===== config.mk =====
export PLATFORM = sky130hd
export DESIGN_NAME = hs_fifo_sfifo_pkt
export DESIGN_NICKNAME = d
export VERILOG_FILES = /design/src/rtl/hs_fifo_sfifo_pkt.sv
export SDC_FILE = /design/constraint.sdc
export NUM_CORES = 1
export LEC_CHECK = 0
export BUFFER_PORTS_ARGS = -buffer_cell sky130_fd_sc_hd__buf_2
export CAP_MARGIN = 20
export CORE_UTILIZATION = 61
export DETAILED_ROUTE_END_ITERATION = 12
export PLACE_DENSITY_LB_ADDON = 0.25
export RECOVER_POWER = 100
export SYNTH_ARGS = -nofsm -noshare
export SYNTH_HDL_FRONTEND = slang
export SYNTH_SLANG_ARGS = --single-unit

===== constraint.sdc =====
create_clock -name clk -period 5.7 [get_ports clk]
set_input_delay 0.855 -clock clk [delete_from_list [all_inputs] [get_ports clk]]
set_output_delay 0.855 -clock clk [all_outputs]
set_load 0.01 [all_outputs]

===== src/rtl/hs_fifo_sfifo_pkt.sv =====
// rtl/hs_fifo_sfifo_pkt.sv - single-clock packet FIFO with store-and-forward, drop and oversize discard
// Reader only sees entries below cm_ptr; rd_ptr frees memory when a beat leaves the output register.
module hs_fifo_sfifo_pkt #(
  parameter int DATA_WIDTH = 32,
  parameter int FIFO_DEPTH = 16,
  parameter int PKT_MODE   = 1,
  parameter int AF_THRESH  = FIFO_DEPTH - 2,
  parameter int AE_THRESH  = 2,
  localparam int LW        = $clog2(FIFO_DEPTH + 1)
) (
  input  logic                  clk,
  input  logic                  areset,
  input  logic                  wvalid,
  output logic                  wready,
  input  logic [DATA_WIDTH-1:0] wdata,
  input  logic                  wlast,
  input  logic                  wdrop,
  output logic                  walmost_full,
  output logic [LW-1:0]         wlevel,
  output logic                  rvalid,
  input  logic                  rready,
  output logic [DATA_WIDTH-1:0] rdata,
  output logic                  rlast,
  output logic                  ralmost_empty,
  output logic [LW-1:0]         rlevel,
  output logic                  drop_pulse
);

  localparam int AW = $clog2(FIFO_DEPTH);
  localparam int PW = AW + 1;
  localparam logic [PW-1:0] PTR_ONE = PW'(1);
  localparam logic [PW-1:0] FULL_X  = {1'b1, {AW{1'b0}}};
  localparam logic [LW-1:0] AF_L    = LW'(AF_THRESH);
  localparam logic [LW-1:0] AE_L    = LW'(AE_THRESH);

  typedef enum logic [1:0] {
    S_IDLE,
    S_ACCEPT,
    S_DISCARD
  } state_t;

  state_t state, state_nx;

  logic [PW-1:0] wr_ptr, cm_ptr, rd_ptr, fe_ptr;
  logic [PW-1:0] wr_nx, cm_nx, rd_nx, fe_nx;
  logic [PW-1:0] wr_inc;
  logic [PW-1:0] wlevel_nx, rlevel_nx;
  logic          full_nx;
  logic          overflow;
  logic          wfire, pop, load, wr_en, drop_nx;

  logic [DATA_WIDTH:0]   mem [FIFO_DEPTH];
  logic                  wready_q, out_valid, out_last, drop_q, af_q, ae_q;
  logic [DATA_WIDTH-1:0] out_data;

  always_comb begin
    wfire    = wvalid && wready_q;
    pop      = out_valid && rready;
    // fe_ptr is the next entry to move into the output register
    load     = (!out_valid || rready) && (fe_ptr != cm_ptr);
    rd_nx    = pop  ? rd_ptr + PTR_ONE : rd_ptr;
    fe_nx    = load ? fe_ptr + PTR_ONE : fe_ptr;
    wr_inc   = wr_ptr + PTR_ONE;
    // Filling the FIFO with nothing committed means this packet can never fit
    overflow = ((wr_inc ^ rd_ptr) == FULL_X) && (cm_ptr == rd_ptr);

    wr_nx    = wr_ptr;
    cm_nx    = cm_ptr;
    state_nx = state;
    wr_en    = 1'b0;
    drop_nx  = 1'b0;

    if (PKT_MODE == 0) begin
      if (wfire) begin
        wr_en = 1'b1;
        wr_nx = wr_inc;
      end
      cm_nx = wr_nx;
    end else begin
      case (state)
        S_IDLE, S_ACCEPT: begin
          if (wfire) begin
            if (wlast && wdrop) begin
              wr_nx    = cm_ptr;
              drop_nx  = 1'b1;
              state_nx = S_IDLE;
            end else if (wlast) begin
              wr_en    = 1'b1;
              wr_nx    = wr_inc;
              cm_nx    = wr_inc;
              state_nx = S_IDLE;
            end else if (overflow) begin
              wr_nx    = cm_ptr;
              drop_nx  = 1'b1;
              state_nx = S_DISCARD;
            end else begin
              wr_en    = 1'b1;
              wr_nx    = wr_inc;
              state_nx = S_ACCEPT;
            end
          end
        end
        S_DISCARD: begin
          if (wfire && wlast) state_nx = S_IDLE;
        end
        default: state_nx = S_IDLE;
      endcase
    end

    full_nx   = ((wr_nx ^ rd_nx) == FULL_X);
    wlevel_nx = wr_nx - rd_nx;
    rlevel_nx = cm_nx - rd_nx;
  end

  always_ff @(posedge clk) begin
    if (wr_en) mem[wr_ptr[AW-1:0]] <= {wlast, wdata};
  end

  always_ff @(posedge clk or posedge areset) begin
    if (areset) begin
      state     <= S_IDLE;
      wr_ptr    <= '0;
      cm_ptr    <= '0;
      rd_ptr    <= '0;
      fe_ptr    <= '0;
      wready_q  <= 1'b0;
      drop_q    <= 1'b0;
      af_q      <= 1'b0;
      ae_q      <= 1'b0;
      out_valid <= 1'b0;
      out_last  <= 1'b0;
      out_data  <= '0;
    end else begin
      state    <= state_nx;
      wr_ptr   <= wr_nx;
      cm_ptr   <= cm_nx;
      rd_ptr   <= rd_nx;
      fe_ptr   <= fe_nx;
      wready_q <= (state_nx == S_DISCARD) || !full_nx;
      drop_q   <= drop_nx;
      af_q     <= LW'(wlevel_nx) >= AF_L;
      ae_q     <= LW'(rlevel_nx) <= AE_L;
      if (load) begin
        out_valid            <= 1'b1;
        {out_last, out_data} <= mem[fe_ptr[AW-1:0]];
      end else if (pop) begin
        out_valid <= 1'b0;
      end
    end
  end

  assign wready        = wready_q;
  assign walmost_full  = af_q;
  assign wlevel        = LW'(wr_ptr - rd_ptr);
  assign rvalid        = out_valid;
  assign rdata         = out_data;
  assign rlast         = out_last;
  assign ralmost_empty = ae_q;
  assign rlevel        = LW'(cm_ptr - rd_ptr);
  assign drop_pulse    = drop_q;

endmodule


==> results.txt, run 1 <==
The flow ran to the end, but the final reports show violations. The final reports fail on max-capacitance violations, max-slew violations. The netlist area before placement is 23,140 sq um.

CTS saw 588 sinks. The switching power is 0.004117 W. Synthesis produced a netlist whose cell count is around 1.1k.

In this run the horizontal extent of the chip is 196.8 um. The clock tree skew after final layout came out at 0.02093 ns. The floorplan step defined a die boundary enclosing 38,720 sq um. The worst setup path is captured at a flop. The summed negative setup slack over all endpoints came out at 0 ns. Detailed placement ended at an HPWL of 26,420 um. Net switching is 30.40% of the power.

TritonCTS built the clock tree. The detailed router finished its first iteration with between 1k and 1.5k violations. The maximum number of pins on one net before global-route repair came out at between 60 and 70. The final critical-path share of the clock period came out at between 80% and 90%. The count of nets left with antenna violations after detail routing came out at 0.

The number of max-slew violations in the final report is ~130. The share of post-route cells with drive strength above 1 is 26.48%. The tool flagged a number of max-cap violations equal to 6.

The region available for standard cell placement spans 36,960 sq um. In this run the tightest slew margin relative to its limit is -23.49%. The static leakage is 8.476 nW.

The number of gates resized after cts came out at 0. The count of yosys warnings during synthesis came out at 0. The total number of placement rows is 70. The minimum setup slack after placement is 1.272 ns. The register bit total from synthesis is 588.

The last weighted congestion value of the routability-driven placer is between 0.8 and 0.9. The power density relative to cell area came out at 521.9 nW/um^2. The average wire per cell in the routed design is 28.85 um. After layout, the worst setup slack is 0.7827 ns.

For the pin with the worst max-slew slack, the measured transition is around 1.9 ns. For this run, design rule violations remaining after detail routing come to 0. Setup repair after global routing left no endpoint under its margin. The number of cells on the worst reg-to-reg path came out at 9. The maximum clock frequency is 203.4 MHz. Setup violations remaining at the end of the flow were counted as 0. The count of buffers from port buffering is 85. The data arrival time at the worst-slack endpoint is slightly above 5 ns. The classification of the worst setup path is reg2reg.

The maximum vdd ir drop is 0.0004133 V. The total congestion overflow after global routing came out at 0. The launching element type of the critical path is a flop. The global-route usage over all layers came out at roughly 27%. The initial antenna violation count came out at 2. The required time at the endpoint of the critical path is 5.94 ns. The endpoint identified for the worst register-to-register timing path is mem[9][3]$_DFFE_PP_. The total count of hold-check failures in the final report came out at 0. Counting instances, the worst hold path has a depth of 1. Once the clock tree was built, the setup fixing pass inserted 0 buffers. The number of nets produced by synthesis is about 1.1k. The share of the yosys chip area belonging to registers is around three quarters. The total via count after detailed routing came out at between 10k and 15k.

The number of global-route vias before repair came to 11.42k. The CTS H-tree depth is 2. The combinational share of power is 31.7%. The tightest min-delay check is of the reg2reg type. The startpoint of the lowest-slack register-to-register path is wr_ptr[1]$_DFF_PP0_. In this run the worst setup path begins at wr_ptr[1]$_DFF_PP0_. The synthesized design contains 528 enable-type register cells. Yosys mapped the design onto 44 distinct sky130hd cell types. The internal power contribution is 0.009427 W. The average instance area after synthesis is 22.04 sq um. The clock latency of the later-clocked register in the worst-skew pair came out at 0.60 ns.

The vertical extent of the die is 196.8 um. In this run, the clock network consumes 26.9% of the power. The clock buffer count from CTS is 56. The register-to-register setup slack came out at between 0.7 and 0.8 ns.

The origin of the worst min-delay path is state[1]$_DFF_PP0_. The most common flop cell mapped by yosys is edfxtp_1. The sum of routed wire length over all layers came out at 49,770 um. The number of hold-repair buffers added at the cts stage is 0. The post-route minimum period is 4.917 ns. The longest clock path from root to sink contains 3 buffers. The worst hold path terminates at state[0]$_DFF_PP0_.

The maximum fanout along the worst path came out at 20. 86 I/O pins were placed. Clock-pin slew was measured on the worst setup and hold paths at ~0.06 ns. The wire length of the first global-routing pass came out at 73,850 um. Dividing the detail-routed via count by the number of cells gives 6.384. The share of total power dissipated in sequential elements is about two fifths.

The detailed-routing iteration count for the pre-antenna-repair pass came out at 5. The effective utilization at floorplan is 62.62%. The cell sitting at the root of the clock tree is a clkbuf_16. The proportion of register bits with asynchronous set or reset after synthesis came out at 10.20%. The area growth from synthesis to layout came out at 12.13%. The final layout contains 1,239 nets.
through the flow:
stage	util (%)	cells	total power, W	hold WS, ns	area (sq um)
4_1_cts	70.89	1724	0.01376	0.4838	26200
3_3_place_gp	65.92	1620	0.009992	0.4565	24370
2_1_floorplan	-	1050	0.008704	0.4331	23140
6_report	70.21	1725	0.01354	0.4800	25950
3_5_place_dp	66.00	1621	0.01007	0.4821	24390
5_1_grt	70.21	1725	0.01414	0.5039	25950
worst max-delay path: stages (launching register included):
cell	delay, ns
dfrtp_1	0.46
ha_1	0.39
and3b_1	0.24
a2111oi_2	0.62
or4_1	0.28
o21a_1	0.34
and2_0	0.31
nand2_1	0.19
nor2_2	1.11
clkbuf_2	0.60
kinds of logic (layout without fill, tap and decap cells):
group           Yosys count  count (layout)  synth area share [%]
compound gates           45              45                 1.335
xor+xnor                 36              36                 1.362
fa+ha+maj                26              26                 1.535
buf+inv                  78             248                 1.341
flops                   588             588                 75.00
mux                     203             203                 17.90
other cells               0               1                     0
simple gates             74              74                 1.530
power groups by stage:
stage | Sequential, W | Combinational (W) | Clock [W]
3_5_place_dp | 0.00569 | 0.00438 | 0
3_3_place_gp | 0.00574 | 0.00425 | 0
5_1_grt | 0.00566 | 0.00463 | 0.00384
4_1_cts | 0.00561 | 0.00446 | 0.00369
2_1_floorplan | 0.00552 | 0.00318 | 0
6_report | 0.00561 | 0.00430 | 0.00364
routing by layer:
metal	GRT usage (%)	part of all wire, %
met3	4.706	7.2
met4	8.498	2.4
met2	44.42	50
met1	37.68	40
met5	0	0.034
worst max-delay path by stage:
| stage | endpoint | slack [ns] | cells past startpoint |
|---|---|---|---|
| after floorplan | mem[0][0]$_DFFE_PP_ | 0.83 | 10 |
| after CTS | walmost_full$_DFF_PP0_ | 1.27 | 16 |
| after detailed placement | walmost_full$_DFF_PP0_ | 1.27 | 16 |
| after global routing | mem[9][1]$_DFFE_PP_ | 0.49 | 9 |
| final | mem[9][3]$_DFFE_PP_ | 0.78 | 9 |
| after global placement | walmost_full$_DFF_PP0_ | 1.33 | 16 |
cells in the mapped netlist, drive strengths merged, types with 3 or more instances:
library cell  instances  area [sq um]
a211oi                3         27.52
a21o                  8         60.06
a21oi                12         60.06
buf                  17         81.33
clkbuf               32         120.1
dfrtp                60          1501
edfxtp              528         15860
fa                    4         80.08
ha                   22         275.3
inv                  29         108.9
mux2                 37         416.7
mux4                165          3716
nand2                20         75.07
nand3                 5         25.02
nand4                 5         31.28
nor2                 24         90.09
nor3                  8         40.04
o21ai                11         55.05
xnor2                25         219.0
xor2                 11         96.34
flip-flops by register name (all words and copies together), names as in the netlist:
register,flops
cm_ptr,5
drop_pulse,1
fe_ptr,5
mem,528
ralmost_empty,1
rd_ptr,5
rdata,32
rlast,1
rvalid,1
state,2
walmost_full,1
wr_ptr,5
wready,1
cell type report:
type | count | area [sq um]
inverters | 29 | 110.1
flip-flops and latches | 588 | 17360
fillers | 2245 | 11010
repair buffers | 116 | 525.5
multi-input cells | 384 | 5510
well taps | 504 | 630.6
clock buffers | 80 | 1593
clock inverters | 23 | 216.5
diodes | 1 | 2.502
placed cells by master (no fill, tap or decap), drive strengths merged, types with 2 or more instances in the layout:
master,instances
a211oi,3
a21o,8
a21oi,12
and2,2
buf,21
bufinv,4
clkbuf,175
clkinv,18
clkinvlp,2
dfrtp,60
edfxtp,528
fa,4
ha,22
inv,28
mux2,37
mux4,165
nand2,20
nand3,5
nand4,5
nor2,24
nor3,8
o21a,2
o21ai,11
or3,2
or4,2
xnor2,25
xor2,11
Note: power is estimated with default switching activity, not from simulation.
==> run 2, diff against run 1 <==
Settings changed: BUFFER_PORTS_ARGS -buffer_cell sky130_fd_sc_hd__buf_2 to not set, CORE_UTILIZATION 61 to 57, DONT_BUFFER_PORTS set to 1.
Clock period 5.7 ns to 4.19 ns, I/O delays scaled along.
==> run 2 against run 1 <==
The flow still finishes with violations (max-capacitance violations, max-slew violations). Non-clock buffer count decreased by 63. Sequential share of layout area down 0.33 points. Clock skew shrank 0.0029 ns. Clock-buffer cell count increased by 6. Critical endpoint is now walmost_full$_DFF_PP0_. Largest power group unchanged.
==> results.txt, run 2 (synthesis results as in run 1) <==
The data arrival time at the worst-slack endpoint is 4.51 ns (-0.64 ns). The layout filler cell count came to 2,504 (+12%). The library cell used as clock root buffer is clkbuf_16. The die outline width came out at 203.5 um (+3.4%).

The wire length of the first global-routing pass came out at 71,060 um (-3.8%). The maximum clock frequency came out at 248.4 MHz (+22%). The effective utilization at floorplan is 57.98% (-4.6 points). The area growth from synthesis to layout is 12.69%. The initial detailed-routing violation count came out at 1,001 (-4.3%). The clock buffer count from CTS came out at 58 (+3.6%). The worst-margin pin slew came out at 2.167 ns (+0.3148 ns). The residual DRC count came out at 0 (unchanged). The maximum fanout along the worst path came to 5 (-75%). The detailed-routing iteration count for the pre-antenna-repair pass is 5 (unchanged).

The vertical extent of the die is 203.5 um (+3.4%). The remaining max-slew budget at the tightest pin came out at -44.47% (-21 points). The initial antenna violation count is 0 (-2). The summed negative setup slack over all endpoints is 0 ns (unchanged).

The flip-flop count of the largest register, all copies and words added came out at 528 (unchanged). The total via count after detailed routing came to 10.59k (-3.9%). The number of clock sinks is 588 (unchanged). The total I/O pin count is 86 (unchanged). The sum of routed wire length over all layers is 47,730 um (-4.1%). The clock tree skew after final layout was 0.01799 ns (-0.002943 ns). The maximum clock insertion buffer count came out at 3 (unchanged). The post-route minimum period came out at 4.026 ns (-0.8909 ns).

The placeable core area was 39,910 sq um (+8.0%). The number of global-route vias before repair is 10.90k (-4.5%). The count of buffers from port buffering was 0 (-100%). The flow ran to the end, but the final reports show violations. The tightest min-delay check is of the in2reg type. The largest incremental delay on the critical path is 0.54 ns (-0.57 ns). The final setup violation count was 0 (unchanged). The slowest stage of the critical path is the or4_4 cell. The required time at the endpoint of the critical path was 4.67 ns (-1.27 ns). The count of nets left with antenna violations after detail routing came to 0 (unchanged). STA classifies the critical path startpoint as a flop. The maximum number of pins on one net before global-route repair came out at 62 (-8.8%). The total congestion overflow after global routing came to 0 (unchanged). The total count of hold-check failures in the final report was 0 (unchanged).

The number of max-slew violations in the final report is 106 (-21%). The final reports fail on max-capacitance violations, max-slew violations. The final critical-path share of the clock period is 96.10% (+9.8 points). The final critical-path setup slack is 0.1636 ns (-0.6191 ns).

The clock latency of the later-clocked register in the worst-skew pair came out at 0.61 ns (about the same). Setup repair after global routing left no endpoint under its margin. The critical path goes through inv_1, ha_4, nand4_1, or4_4, or4_4, o21a_2, o21ai_1, mux2_2, ha_1, inv_1, fa_1, a21o_1, a21oi_1, xnor2_1, and2_1, o2bb2ai_1. By startpoint and endpoint, the worst setup path is classified as reg2reg. The clock tree from TritonCTS is done. The area of the die is 41,410 sq um (+6.9%).

The number of vias per cell after detailed routing came out at 6.268 (-1.8%). The average wire per cell in the routed design is 28.26 um (-2.1%). The CTS H-tree depth was 2 (unchanged). The clock transition time at the flip-flop clock pins of the worst setup and hold paths was 0.06 ns (about the same). The global-route usage over all layers came out at 23.96% (-3.1 points). The post-layout net count is 1,179 (-4.8%). The share of post-route cells with drive strength above 1 came out at 30.93% (+4.5 points). The power density relative to cell area came out at 709.6 nW/um^2 (+36%). The library cells used most frequently in the layout, excluding fill and tap cells, are edfxtp_1 (528), mux4_2 (165), clkbuf_16 (59), dfrtp_1 (56), mux2_2 (35). The total number of placement rows is 73 (+4.3%).

The last weighted congestion value of the routability-driven placer came to 0.8297 (-2.4%). The maximum vdd ir drop is 0.0004395 V (+6.3%). The count of maximum capacitance violations came out at 3 (-3). The post-detailed-placement half-perimeter wirelength is 26,530 um (+0.41%). The total inserted antenna cells was 0 (-1). The kind of end point of the critical path is a flop. The static leakage was 8.556 nW (+0.95%). The minimum setup slack after placement is 0.05982 ns (-1.212 ns). Leaving out fill and tap cells, the most frequent cell in the layout is edfxtp_1.
==> run 2: final timing paths <==
| path | start | to | slack, ns | cells past startpoint |
|---|---|---|---|---|
| setup / recovery | rd_ptr[3]$_DFF_PP0_ | walmost_full$_DFF_PP0_ | 0.16 | 16 |
| setup reg to reg | rd_ptr[3]$_DFF_PP0_ | walmost_full$_DFF_PP0_ | 0.16 | 16 |
| hold / removal | wdata[31] | mem[4][31]$_DFFE_PP_ | 0.11 | 0 |
| max in group asynchronous | areset | rdata[27]$_DFFE_PP0P_ | 1.40 | 2 |
| hold reg to reg | state[1]$_DFF_PP0_ | state[0]$_DFF_PP0_ | 0.47 | 1 |
| min in group asynchronous | areset | rdata[10]$_DFFE_PP0P_ | 0.34 | 1 |
==> run 2: cell type report <==
| class | instances | area [sq um] | area share (%) |
|---|---|---|---|
| Tap cell | 525 | 656.9 | 2.519 |
| Inverter | 29 | 110.1 | 0.4222 |
| Clock buffer | 86 | 1678 | 6.433 |
| Clock inverter | 23 | 266.5 | 1.022 |
| Timing Repair Buffer | 53 | 370.4 | 1.420 |
| Sequential cell | 588 | 17360 | 66.58 |
| Multi-Input combinational cell | 385 | 5635 | 21.61 |
==> run 2: report_power, final <==
group,switching [W],internal [W],total (W)
combinational,0.00280,0.00283,0.00563
sequential,0.000537,0.00709,0.00763
clock,0.00212,0.00313,0.00525
total,0.00546,0.0131,0.0185
==> run 2: layer usage <==
metal,vias up,GRT usage [%],wire [um]
met2,402,37.55,23280
li1,4475,-,-
met1,5637,35.33,20260
met4,0,7.546,1156
met3,72,3.659,3030
met5,-,0,0
==> run 2: what timing repair did <==
action / CTS / global route
resized for setup: 0 / 8
hold buffers: 0 / 0
setup buffers: 0 / 13
setup endpoints to repair: 0 / 95
==> run 2: worst max-delay path, delay by kind of cell, from the launching register on <==
family / cells / cell delay, ns
flops: 1 / 0.40
compound gates: 5 / 0.82
buf+inv: 2 / 0.19
fa+ha+maj: 3 / 0.89
simple gates: 4 / 1.29
xor+xnor: 1 / 0.15
mux: 1 / 0.17
==> run 2: per-stage QoR <==
stage               utilization [%]  std cells  instance area, sq um  hold WS, ns  power [W]
CTS                           65.28       1675                 26060     0.006987    0.01864
detailed placement            60.41       1566                 24110       0.4643    0.01339
global placement              60.41       1566                 24110       0.4534    0.01333
floorplan                         -       1050                 23170       0.4331    0.01185
finish                        65.34       1689                 26080       0.1144    0.01851
global route                  65.34       1689                 26080      0.08687    0.01933
